<file path="src/rtl/vstream_if.sv">
// ---------------------------------------------------------------------------
// vstream_if -- video timing/pixel bus produced by vstream_gen.
//
//   do_o  [PIXEL_WIDTH]  pixel data, meaningful only while de_o=1 (0 otherwise)
//   de_o                 pixel valid strobe
//   hs_o                 horizontal blanking (also high during vertical blanking)
//   vs_o                 vertical blanking (high outside the active frame)
//
// master: the generator (drives everything); slave: a video sink.
// ---------------------------------------------------------------------------
interface vstream_if #(
    parameter int PIXEL_WIDTH = 8
);
    logic [PIXEL_WIDTH-1:0] do_o;
    logic                   de_o;
    logic                   hs_o;
    logic                   vs_o;

    modport master (output do_o, de_o, hs_o, vs_o);
    modport slave  (input  do_o, de_o, hs_o, vs_o);
endinterface

</file>
<file path="src/rtl/vstream_gen.sv">
// ---------------------------------------------------------------------------
// vstream_gen -- test-pattern video stream generator.
//
// Produces frames of height x width pixels framed by vertical blanking
// (V_BLANK cycles before each frame) and horizontal blanking (H_BLANK cycles
// between lines). Each pixel occupies max(DE_PERIOD,1) cycles, with de_o in
// the last cycle of its slot. Frame geometry and pattern are latched only at
// frame start, so requests changing mid-frame never disturb a running frame.
//
// Ports
//   clk        system clock, rising edge
//   rst        asynchronous active-high reset
//   en         run request, sampled only when a new frame could start
//   width_i    active pixels per line (clamped to LINE_SIZE_MAX)
//   height_i   active lines per frame
//   pattern_i  0: x, 1: y, 2: x+y+frame count, 3: PULSE_STEP dot grid
//   vid        vstream_if master: do_o / de_o / hs_o / vs_o
//   busy_o     high whenever not idle
//   fr_cnt_o   completed-frame counter, wraps at 16 bits
// ---------------------------------------------------------------------------
module vstream_gen #(
    parameter int PIXEL_WIDTH   = 8,
    parameter int LINE_SIZE_MAX = 4096,
    parameter int DE_PERIOD     = 0,
    parameter int H_BLANK       = 16,
    parameter int V_BLANK       = 64,
    parameter int PULSE_STEP    = 5
) (
    input  logic        clk,
    input  logic        rst,
    input  logic        en,
    input  logic [15:0] width_i,
    input  logic [15:0] height_i,
    input  logic [1:0]  pattern_i,
    vstream_if.master   vid,
    output logic        busy_o,
    output logic [15:0] fr_cnt_o
);

    localparam int          PER      = (DE_PERIOD <= 1) ? 1 : DE_PERIOD;
    localparam logic [15:0] PER_LAST = 16'(PER - 1);
    localparam logic [15:0] VB_LAST  = 16'(V_BLANK - 1);
    localparam logic [15:0] HB_LAST  = 16'(H_BLANK - 1);
    localparam logic [15:0] LMAX     = 16'(LINE_SIZE_MAX);
    localparam int          PS_W     = $clog2(PULSE_STEP);
    localparam logic [PS_W-1:0] PS_LAST = PS_W'(PULSE_STEP - 1);

    typedef enum logic [1:0] {
        S_IDLE,
        S_VBLANK,
        S_ACTIVE,
        S_HBLANK
    } state_t;

    // Saturate the requested line width to the supported maximum.
    function automatic logic [15:0] sat_width(input logic [15:0] w);
        return (w > LMAX) ? LMAX : w;
    endfunction

    // Pixel value for position (x,y); xz/yz flag the PULSE_STEP grid lines,
    // tracked by wrapping counters so no divider is needed.
    function automatic logic [PIXEL_WIDTH-1:0] pix_value(
        input logic [1:0]  pat,
        input logic [15:0] x,
        input logic [15:0] y,
        input logic [15:0] fr,
        input logic        xz,
        input logic        yz
    );
        logic [15:0]            sum;
        logic [PIXEL_WIDTH-1:0] res;
        sum = x + y + fr;
        case (pat)
            2'd0:    res = PIXEL_WIDTH'(x);
            2'd1:    res = PIXEL_WIDTH'(y);
            2'd2:    res = PIXEL_WIDTH'(sum);
            default: res = (xz && yz) ? '1 : '0;
        endcase
        return res;
    endfunction

    state_t                 state_q, state_d;
    logic [15:0]            cnt_q, cnt_d;
    logic [15:0]            x_q, x_d;
    logic [15:0]            y_q, y_d;
    logic [PS_W-1:0]        xm_q, xm_d;
    logic [PS_W-1:0]        ym_q, ym_d;
    logic [15:0]            w_q, w_d;
    logic [15:0]            h_q, h_d;
    logic [1:0]             pat_q, pat_d;
    logic [15:0]            fr_q, fr_d;
    logic [PIXEL_WIDTH-1:0] do_q, do_d;
    logic                   de_q, de_d;
    logic                   hs_q, hs_d;
    logic                   vs_q, vs_d;
    logic                   busy_q, busy_d;
    logic                   start_ok;

    always_ff @(posedge clk or posedge rst) begin
        if (rst) begin
            state_q <= S_IDLE;
            cnt_q   <= '0;
            x_q     <= '0;
            y_q     <= '0;
            xm_q    <= '0;
            ym_q    <= '0;
            w_q     <= '0;
            h_q     <= '0;
            pat_q   <= '0;
            fr_q    <= '0;
            do_q    <= '0;
            de_q    <= 1'b0;
            hs_q    <= 1'b1;
            vs_q    <= 1'b1;
            busy_q  <= 1'b0;
        end else begin
            state_q <= state_d;
            cnt_q   <= cnt_d;
            x_q     <= x_d;
            y_q     <= y_d;
            xm_q    <= xm_d;
            ym_q    <= ym_d;
            w_q     <= w_d;
            h_q     <= h_d;
            pat_q   <= pat_d;
            fr_q    <= fr_d;
            do_q    <= do_d;
            de_q    <= de_d;
            hs_q    <= hs_d;
            vs_q    <= vs_d;
            busy_q  <= busy_d;
        end
    end

    // cnt_q counts blanking cycles in VBLANK/HBLANK and the cycle within the
    // current pixel slot in ACTIVE. Registered outputs are derived from the
    // next state so they line up with state_q in the cycle they describe.
    always_comb begin
        state_d  = state_q;
        cnt_d    = cnt_q;
        x_d      = x_q;
        y_d      = y_q;
        xm_d     = xm_q;
        ym_d     = ym_q;
        w_d      = w_q;
        h_d      = h_q;
        pat_d    = pat_q;
        fr_d     = fr_q;
        start_ok = en && (width_i != 16'd0) && (height_i != 16'd0);

        case (state_q)
            S_IDLE: begin
                if (start_ok) begin
                    w_d     = sat_width(width_i);
                    h_d     = height_i;
                    pat_d   = pattern_i;
                    cnt_d   = '0;
                    state_d = S_VBLANK;
                end
            end
            S_VBLANK: begin
                if (cnt_q == VB_LAST) begin
                    cnt_d   = '0;
                    x_d     = '0;
                    y_d     = '0;
                    xm_d    = '0;
                    ym_d    = '0;
                    state_d = S_ACTIVE;
                end else begin
                    cnt_d = cnt_q + 16'd1;
                end
            end
            S_ACTIVE: begin
                if (cnt_q == PER_LAST) begin
                    cnt_d = '0;
                    if (x_q == w_q - 16'd1) begin
                        if (y_q == h_q - 16'd1) begin
                            fr_d = fr_q + 16'd1;
                            if (start_ok) begin
                                w_d     = sat_width(width_i);
                                h_d     = height_i;
                                pat_d   = pattern_i;
                                state_d = S_VBLANK;
                            end else begin
                                state_d = S_IDLE;
                            end
                        end else begin
                            state_d = S_HBLANK;
                        end
                    end else begin
                        x_d  = x_q + 16'd1;
                        xm_d = (xm_q == PS_LAST) ? '0 : xm_q + PS_W'(1);
                    end
                end else begin
                    cnt_d = cnt_q + 16'd1;
                end
            end
            S_HBLANK: begin
                if (cnt_q == HB_LAST) begin
                    cnt_d   = '0;
                    x_d     = '0;
                    xm_d    = '0;
                    y_d     = y_q + 16'd1;
                    ym_d    = (ym_q == PS_LAST) ? '0 : ym_q + PS_W'(1);
                    state_d = S_ACTIVE;
                end else begin
                    cnt_d = cnt_q + 16'd1;
                end
            end
            default: state_d = S_IDLE;
        endcase

        de_d   = (state_d == S_ACTIVE) && (cnt_d == PER_LAST);
        do_d   = de_d ? pix_value(pat_d, x_d, y_d, fr_q, xm_d == '0, ym_d == '0) : '0;
        hs_d   = (state_d != S_ACTIVE);
        vs_d   = (state_d == S_IDLE) || (state_d == S_VBLANK);
        busy_d = (state_d != S_IDLE);
    end

    assign vid.do_o = do_q;
    assign vid.de_o = de_q;
    assign vid.hs_o = hs_q;
    assign vid.vs_o = vs_q;
    assign busy_o   = busy_q;
    assign fr_cnt_o = fr_q;

endmodule
</file>
<file path="src/flat_wrapper.sv">
// flat-port wrapper written by rule: the top's interface ports become plain ports
module vstream_gen_flat 
#(
    parameter int PIXEL_WIDTH   = 8,
    parameter int LINE_SIZE_MAX = 4096,
    parameter int DE_PERIOD     = 0,
    parameter int H_BLANK       = 16,
    parameter int V_BLANK       = 64,
    parameter int PULSE_STEP    = 5
)
  (clk, rst, en, width_i, height_i, pattern_i, busy_o, fr_cnt_o, vid_do_o, vid_de_o, vid_hs_o, vid_vs_o);
  vstream_if #(.PIXEL_WIDTH(PIXEL_WIDTH)) vid_i ();
  input  logic clk;
  input  logic rst;
  input  logic en;
  input  logic [15:0] width_i;
  input  logic [15:0] height_i;
  input  logic [1:0] pattern_i;
  output logic busy_o;
  output logic [15:0] fr_cnt_o;
  output wire logic [$bits(vid_i.do_o)-1:0] vid_do_o;
  output wire logic [$bits(vid_i.de_o)-1:0] vid_de_o;
  output wire logic [$bits(vid_i.hs_o)-1:0] vid_hs_o;
  output wire logic [$bits(vid_i.vs_o)-1:0] vid_vs_o;
  assign vid_do_o = vid_i.do_o;
  assign vid_de_o = vid_i.de_o;
  assign vid_hs_o = vid_i.hs_o;
  assign vid_vs_o = vid_i.vs_o;
  vstream_gen #(.PIXEL_WIDTH(PIXEL_WIDTH), .LINE_SIZE_MAX(LINE_SIZE_MAX), .DE_PERIOD(DE_PERIOD), .H_BLANK(H_BLANK), .V_BLANK(V_BLANK), .PULSE_STEP(PULSE_STEP)) u_core (.clk(clk), .rst(rst), .en(en), .width_i(width_i), .height_i(height_i), .pattern_i(pattern_i), .vid(vid_i), .busy_o(busy_o), .fr_cnt_o(fr_cnt_o));
endmodule
</file>
<file path="config.mk">
export PLATFORM = sky130hd
export DESIGN_NAME = vstream_gen_flat
export DESIGN_NICKNAME = d
export VERILOG_FILES = /design/src/rtl/vstream_if.sv /design/src/rtl/vstream_gen.sv /design/src/flat_wrapper.sv
export SDC_FILE = /design/constraint.sdc
export NUM_CORES = 1
export LEC_CHECK = 0
export ABC_AREA = 0
export ABC_CLOCK_PERIOD_IN_PS = 4900
export CAP_MARGIN = 40
export CORE_MARGIN = 2
export CORE_UTILIZATION = 53
export DETAILED_ROUTE_END_ITERATION = 8
export PLACE_DENSITY = 0.77
export SYNTH_ARGS = -nofsm -noshare
export SYNTH_HDL_FRONTEND = slang
export SYNTH_SLANG_ARGS = --single-unit
</file>
<file path="constraint.sdc">
create_clock -name clk -period 4.9 [get_ports clk]
set_input_delay 0.735 -clock clk [delete_from_list [all_inputs] [get_ports clk]]
set_output_delay 0.735 -clock clk [all_outputs]
set_load 0.005 [all_outputs]
</file>
# == Word-level counts from Yosys, hierarchy flattened ==
# Index checks and enable logic that the tools add are counted.
# word_totals
ff_bits,118
inputBits,37
out_inout_bits,28
word_cells,111
# op_classes
addsub,10
n_lt_le_gt_ge,1
eq_ne,17
muxes,50
reduce_logical,18
# ops
operator,count
$mux 16,19
$pmux 16 s2,3
$add 16x1->16 const B,4
$pmux 16 s4,1
$pmux 16 s3,1
$eq 16x16->1,2
$logic_not 16->1,2
$reduce_bool 16->1,2
$sub 16x1->16 const B,2
$mux 3,8
$pmux 8 s3,1
$mux 2,10
$add 8x8->8,2
$eq 16x4->1 const B,1
$eq 16x6->1 const B,1
$gt 16x13->1 const B,1
$mux 8,2
$pmux 3 s3,1
$eq 2x2->1 const B,4
$pmux 2 s4,1
$reduce_and 4->1,2
$add 3x1->3 const B,2
$eq 2x1->1 const B,3
$eq 3x3->1 const B,2
other kinds (10),19

# == Logic depth before layout (Yosys ltp) ==
# depth
depth_word,11
ltp_mapped,26
ltp_nobuf,24

# == Worst setup path before layout ==
# OpenSTA, ideal clock, no wires.
# synth_path
path_kind,register -> register
from,register u_core.w_q[0]
to,"register u_core.do_q[7], in the netlist u_core.vid.do_o[7]"
setup_ns,0.094
arrival_time_ns,5.316
required_time_ns,4.806
path_slack_ns,-0.510
stages_incl_launch_ff,27
n_path_buf,2
synth_period_minus_slack_ns,5.410
cell_sequence,dfrtp_1 inv_1 ha_1 or4b_1 clkbuf_1 nor3_1 mux2_2 o21ai_0 and4_1 clkbuf_1 a21o_1 nand2_1 o21ai_0 inv_1 fa_1 inv_1 ha_1 fa_1 a21o_1 a21oi_1 o21bai_1 a21oi_1 xnor2_1 xnor2_1 nor2_1 xnor2_1 a211oi_1
# synth_via
word_cells_on_any_way,26
classes_between,3 x add/sub; 4 x eq/ne; 15 x mux; 4 x reduce/logical
# synth_lines
element,line,rtl
"start, declared",vstream_gen.sv:88,"logic [15:0] w_q, w_d;"
"start signal, assigned",vstream_gen.sv:123,w_q <= w_d;
$sub 16x1->16,vstream_gen.sv:176,if (x_q == w_q - 16'd1) begin
$eq 16x16->1,vstream_gen.sv:176,
$mux 16,vstream_gen.sv:176,
$mux 16,vstream_gen.sv:174,if (cnt_q == PER_LAST) begin
$pmux 16 s3,vstream_gen.sv:151,case (state_q)
via u_core.x_d[1],vstream_gen.sv:84,"logic [15:0] x_q, x_d;"
$add 8x8->8 (2 in a row),vstream_gen.sv:72,sum = x + y + fr;
$pmux 8 s3,vstream_gen.sv:73,case (pat)
$mux 8,vstream_gen.sv:214,"do_d = de_d ? pix_value(pat_d, x_d, y_d, fr_q, xm_d == '0, ym_d == '0) : '0;"
via u_core.do_d[7],vstream_gen.sv:92,"logic [PIXEL_WIDTH-1:0] do_q, do_d;"
"end signal, assigned",vstream_gen.sv:127,do_q <= do_d;
"end, declared",vstream_gen.sv:92,
# The timed path passes the listed nets, and every way through them passes these cells.
# A chain may end at the register's enable or synchronous reset.

# == Worst setup path after layout ==
# layout_path
from,register u_core.w_q[1]
to,"register u_core.do_q[7], in the netlist u_core.vid.do_o[7]"
# Same word-level chain as after synthesis.

==> impl_metrics.env <==
export IMPL_holdWs_ps=470.1
export IMPL_avgRoutedWirePerCell_um=17.87
export IMPL_clock_fmax_ghz=0.2012
export IMPL_stdcell_count=1179
export IMPL_drt_initial_drc_count=538
export IMPL_dieWidth_um=124.4
export IMPL_dp_cells=1136
export IMPL_initial_utilization=0.5347
export IMPL_synth_flop_cell="dfrtp_1"
export IMPL_io_buffer_count=64
export IMPL_synthSimpleGateAreaFrac=0.2430
export IMPL_die_h_um=124.4
export IMPL_drv_slew=0
export IMPL_ant_nets=0
export IMPL_cts_htree_levels=4
export IMPL_met2_length_um=10010
export IMPL_synth_area_mm2=0.007684
export IMPL_dr_wl_met3_um=1339
export IMPL_vias_per_cell=6.036
export IMPL_place_ws_ps=-165.6
export IMPL_area_delta_synth_final_pct=25.58
export IMPL_synth_cell_types=73
export IMPL_endpoint_kind="flip-flop"
export IMPL_drtPass1Iterations=5
export IMPL_powerDensity_mw_per_mm2=446.5
export IMPL_fin_skew_ps=12.43
export IMPL_core_area_mm2=0.01437
export IMPL_cp_start_kind="flip-flop"
export IMPL_routabilityCongestion=0.9377
export IMPL_hold_viol_final=0
export IMPL_synth_top_family_by_area="simple AND/OR/NAND/NOR gates"
export IMPL_numCtsBuffers=17
export IMPL_synth_adder_area_share=0.04853
export IMPL_rsz0062_at_grt="true"
export IMPL_clockBufferDepth=2
export IMPL_hold_start="u_core.fr_cnt_o[15]$_DFFE_PP0P_"
export IMPL_maxCapViolations=0
export IMPL_setup_viol=2
export IMPL_num_io_pins=65
export IMPL_synth_top_cell_area_share=0.3778
export IMPL_synth_edf_count=0
export IMPL_critical_path_class="reg -> reg"
export IMPL_grt_overflow_total=0
export IMPL_synthArstFlopShare=1.000
export IMPL_startpoint="u_core.w_q[1]$_DFFE_PP0P_"
export IMPL_dr_total_vias=7116
export IMPL_synth_area_per_cell_um2=8.873
export IMPL_final_common_cell="dfrtp_1"
export IMPL_arrival_ps=5300
export IMPL_design_area_mm2=0.009649
export IMPL_ys_seq_area_frac=0.3846
export IMPL_clockRootBuffer="clkbuf_16"
export IMPL_syn_nets=928
export IMPL_drive_gt1_frac=0.1598
export IMPL_ys_warn_count=0
export IMPL_rows=44
export IMPL_period_needed_ps=4970
export IMPL_path_clk_slew_ps=60
export IMPL_violations="negative setup slack"
export IMPL_fin_ws_ps=-69.53
export IMPL_grt_pass1_wl_um=34480
export IMPL_final_cell_mix="116 x dfrtp_1, 70 x nand2_1, 64 x nor2_1, 64 x clkdlybuf4s50_1, 59 x o21ai_0"
export IMPL_outcome="finished, violations left"
export IMPL_synth_compound_area_share=0.1610
export IMPL_cts_tree="yes"
export IMPL_drt_total_wl_um=21070
export IMPL_dpl_hpwl_um=15360
export IMPL_setup_tns_ps=-92.26
export IMPL_highest_layer="met4"
export IMPL_placed_area_mm2=0.008905
export IMPL_hold_class="reg -> reg"
export IMPL_cp_max_fo=4
export IMPL_nets=1044
export IMPL_remaining_drc_errors=0
export IMPL_wl_met1_um=9176
export IMPL_grt_pass1_vias=6945
export IMPL_n_antenna_cell=0
export IMPL_die_area_mm2=0.01548
export IMPL_slew_headroom=0.4651
export IMPL_groute_usage_overall=0.2759
export IMPL_clk_latency_ps=430
export IMPL_fin_crit_sh=1.014
export IMPL_synthCells=866
export IMPL_synth_mux_area_frac=0.03973
export IMPL_synth_top_area_cell="dfrtp_1"
export IMPL_grt_max_degree=49
export IMPL_leakage_uw=0.004180
export IMPL_crit_reg2reg_launch="u_core.w_q[1]$_DFFE_PP0P_"
export IMPL_vdd_drop_max_uv=269.5
export IMPL_ys_ff_latch=118
export IMPL_synth_xor_area_share=0.07865
export IMPL_antenna_found_initial=0
export IMPL_worst_slew_pin_slew_ps=795.0
export IMPL_yosys_top_cells_area="dfrtp_1 38%, xnor2_1 4.7%, o21ai_0 4.2%"
export IMPL_cts_sinks=118
export IMPL_crit_required_ps=5240
[cells by family (layout without fill, tap and decap cells)]
logic type	count (synthesis)	in the layout
AO/OA/AOI/OAI	190	190
XOR/XNOR	69	69
adder cells (fa/ha/maj)	25	25
buffers and inverters	84	213
flip-flops	118	118
multiplexers	28	28
AND/OR/NAND/NOR	352	352
[synthesized netlist by cell type, types with 3 or more instances]
cell type  number
nand2_1        70
buf_2           6
and4_1          6
a211oi_1        8
o22ai_1         3
nor4_1         27
or3_1          10
clkbuf_1       21
o21bai_1        4
or2_2           6
nor2_1         64
mux2_2         20
mux2i_1         8
a21o_1         11
nor3b_1         3
o21a_1         10
nand2b_1       12
a31oi_1         7
a22o_1          4
nor3_1         26
ha_1           17
and3_1         22
fa_1            8
o31ai_1        10
nand3_1        45
a21oi_1        33
and2_1         10
o21ai_0        65
inv_1          51
or4_1           6
xor2_1         28
dfrtp_1       116
nor2b_1         4
xnor2_1        41
a22oi_1         4
nand4_1        22
nand3b_1        6
[metal layers]
layer | global-route usage | vias to the layer above
li1 | - | 3370
met2 | 0.4343 | 275
met3 | 0.06229 | 46
met1 | 0.3671 | 3425
met5 | 0 | -
met4 | 0.1203 | 0
[report_power, final]
| group | switching (uW) | total (uW) | leakage (uW) | internal, uW |
|---|---|---|---|---|
| logic | 959 | 1760 | 0.00234 | 796 |
| clock network | 497 | 1220 | 0.000283 | 722 |
| registers | 194 | 1330 | 0.00156 | 1140 |
[stage by stage]
step / util / power, uW
detailed placement: 0.6197 / 2971
floorplan: - / 2460
CTS: 0.6650 / 4258
finish: 0.6715 / 4308
global placement: 0.6173 / 2927
global route: 0.6715 / 4558
[worst paths after layout]
check | end | slack, ps | cells after the start
max | u_core.vid.do_o[7]$_DFF_PP0_ | -70 | 24
min | u_core.fr_cnt_o[15]$_DFFE_PP0P_ | 470 | 1
max reg2reg | u_core.vid.do_o[7]$_DFF_PP0_ | -70 | 24
min reg2reg | u_core.fr_cnt_o[15]$_DFFE_PP0P_ | 470 | 1
max in group asynchronous | u_core.w_q[12]$_DFFE_PP0P_ | 3310 | 4
min in group asynchronous | u_core.cnt_q[9]$_DFF_PP0_ | 660 | 2
[final cells by class]
class / count / area [um2]
clock buffer: 18 / 439.2
tap: 184 / 230.2
inverter: 53 / 201.4
clock inverter: 14 / 135.1
timing repair buffer: 128 / 1172
sequential: 118 / 2955
multi-input combinational: 664 / 4516
fill: 1176 / 4720
[timing repair]
action | CTS | global route
hold buffers | 0 | 0
buffers inserted | 6 | 5
pin swaps | 10 | 14
gates resized for setup | 7 | 14
endpoints found under the setup margin | 1 | 4
[critical path, cell delays in order, from the launching register on]
cell,delay (ps)
dfrtp_1,390
inv_2,80
ha_4,130
or4b_4,490
or4_1,420
a32oi_1,230
o21ai_2,110
nand4_1,160
buf_4,150
nand3_1,110
o21ai_2,210
inv_1,70
fa_1,480
inv_1,50
ha_2,190
fa_2,340
a21o_1,200
a21oi_2,180
o21bai_1,80
a21oi_1,160
xnor2_1,150
xnor2_1,130
nor2_1,70
xnor2_1,120
a211oi_1,190
[flip-flops by register name, indices dropped and copies added, names as in the netlist, 2 cells and up]
name / cells
u_core.state_q: 2
u_core.fr_cnt_o: 16
u_core.x_q: 16
u_core.h_q: 16
u_core.y_q: 16
u_core.w_q: 16
u_core.vid.do_o: 8
u_core.cnt_q: 16
u_core.xm_q: 3
u_core.ym_q: 3
u_core.pat_q: 2
(Power assumes the default switching activity.)
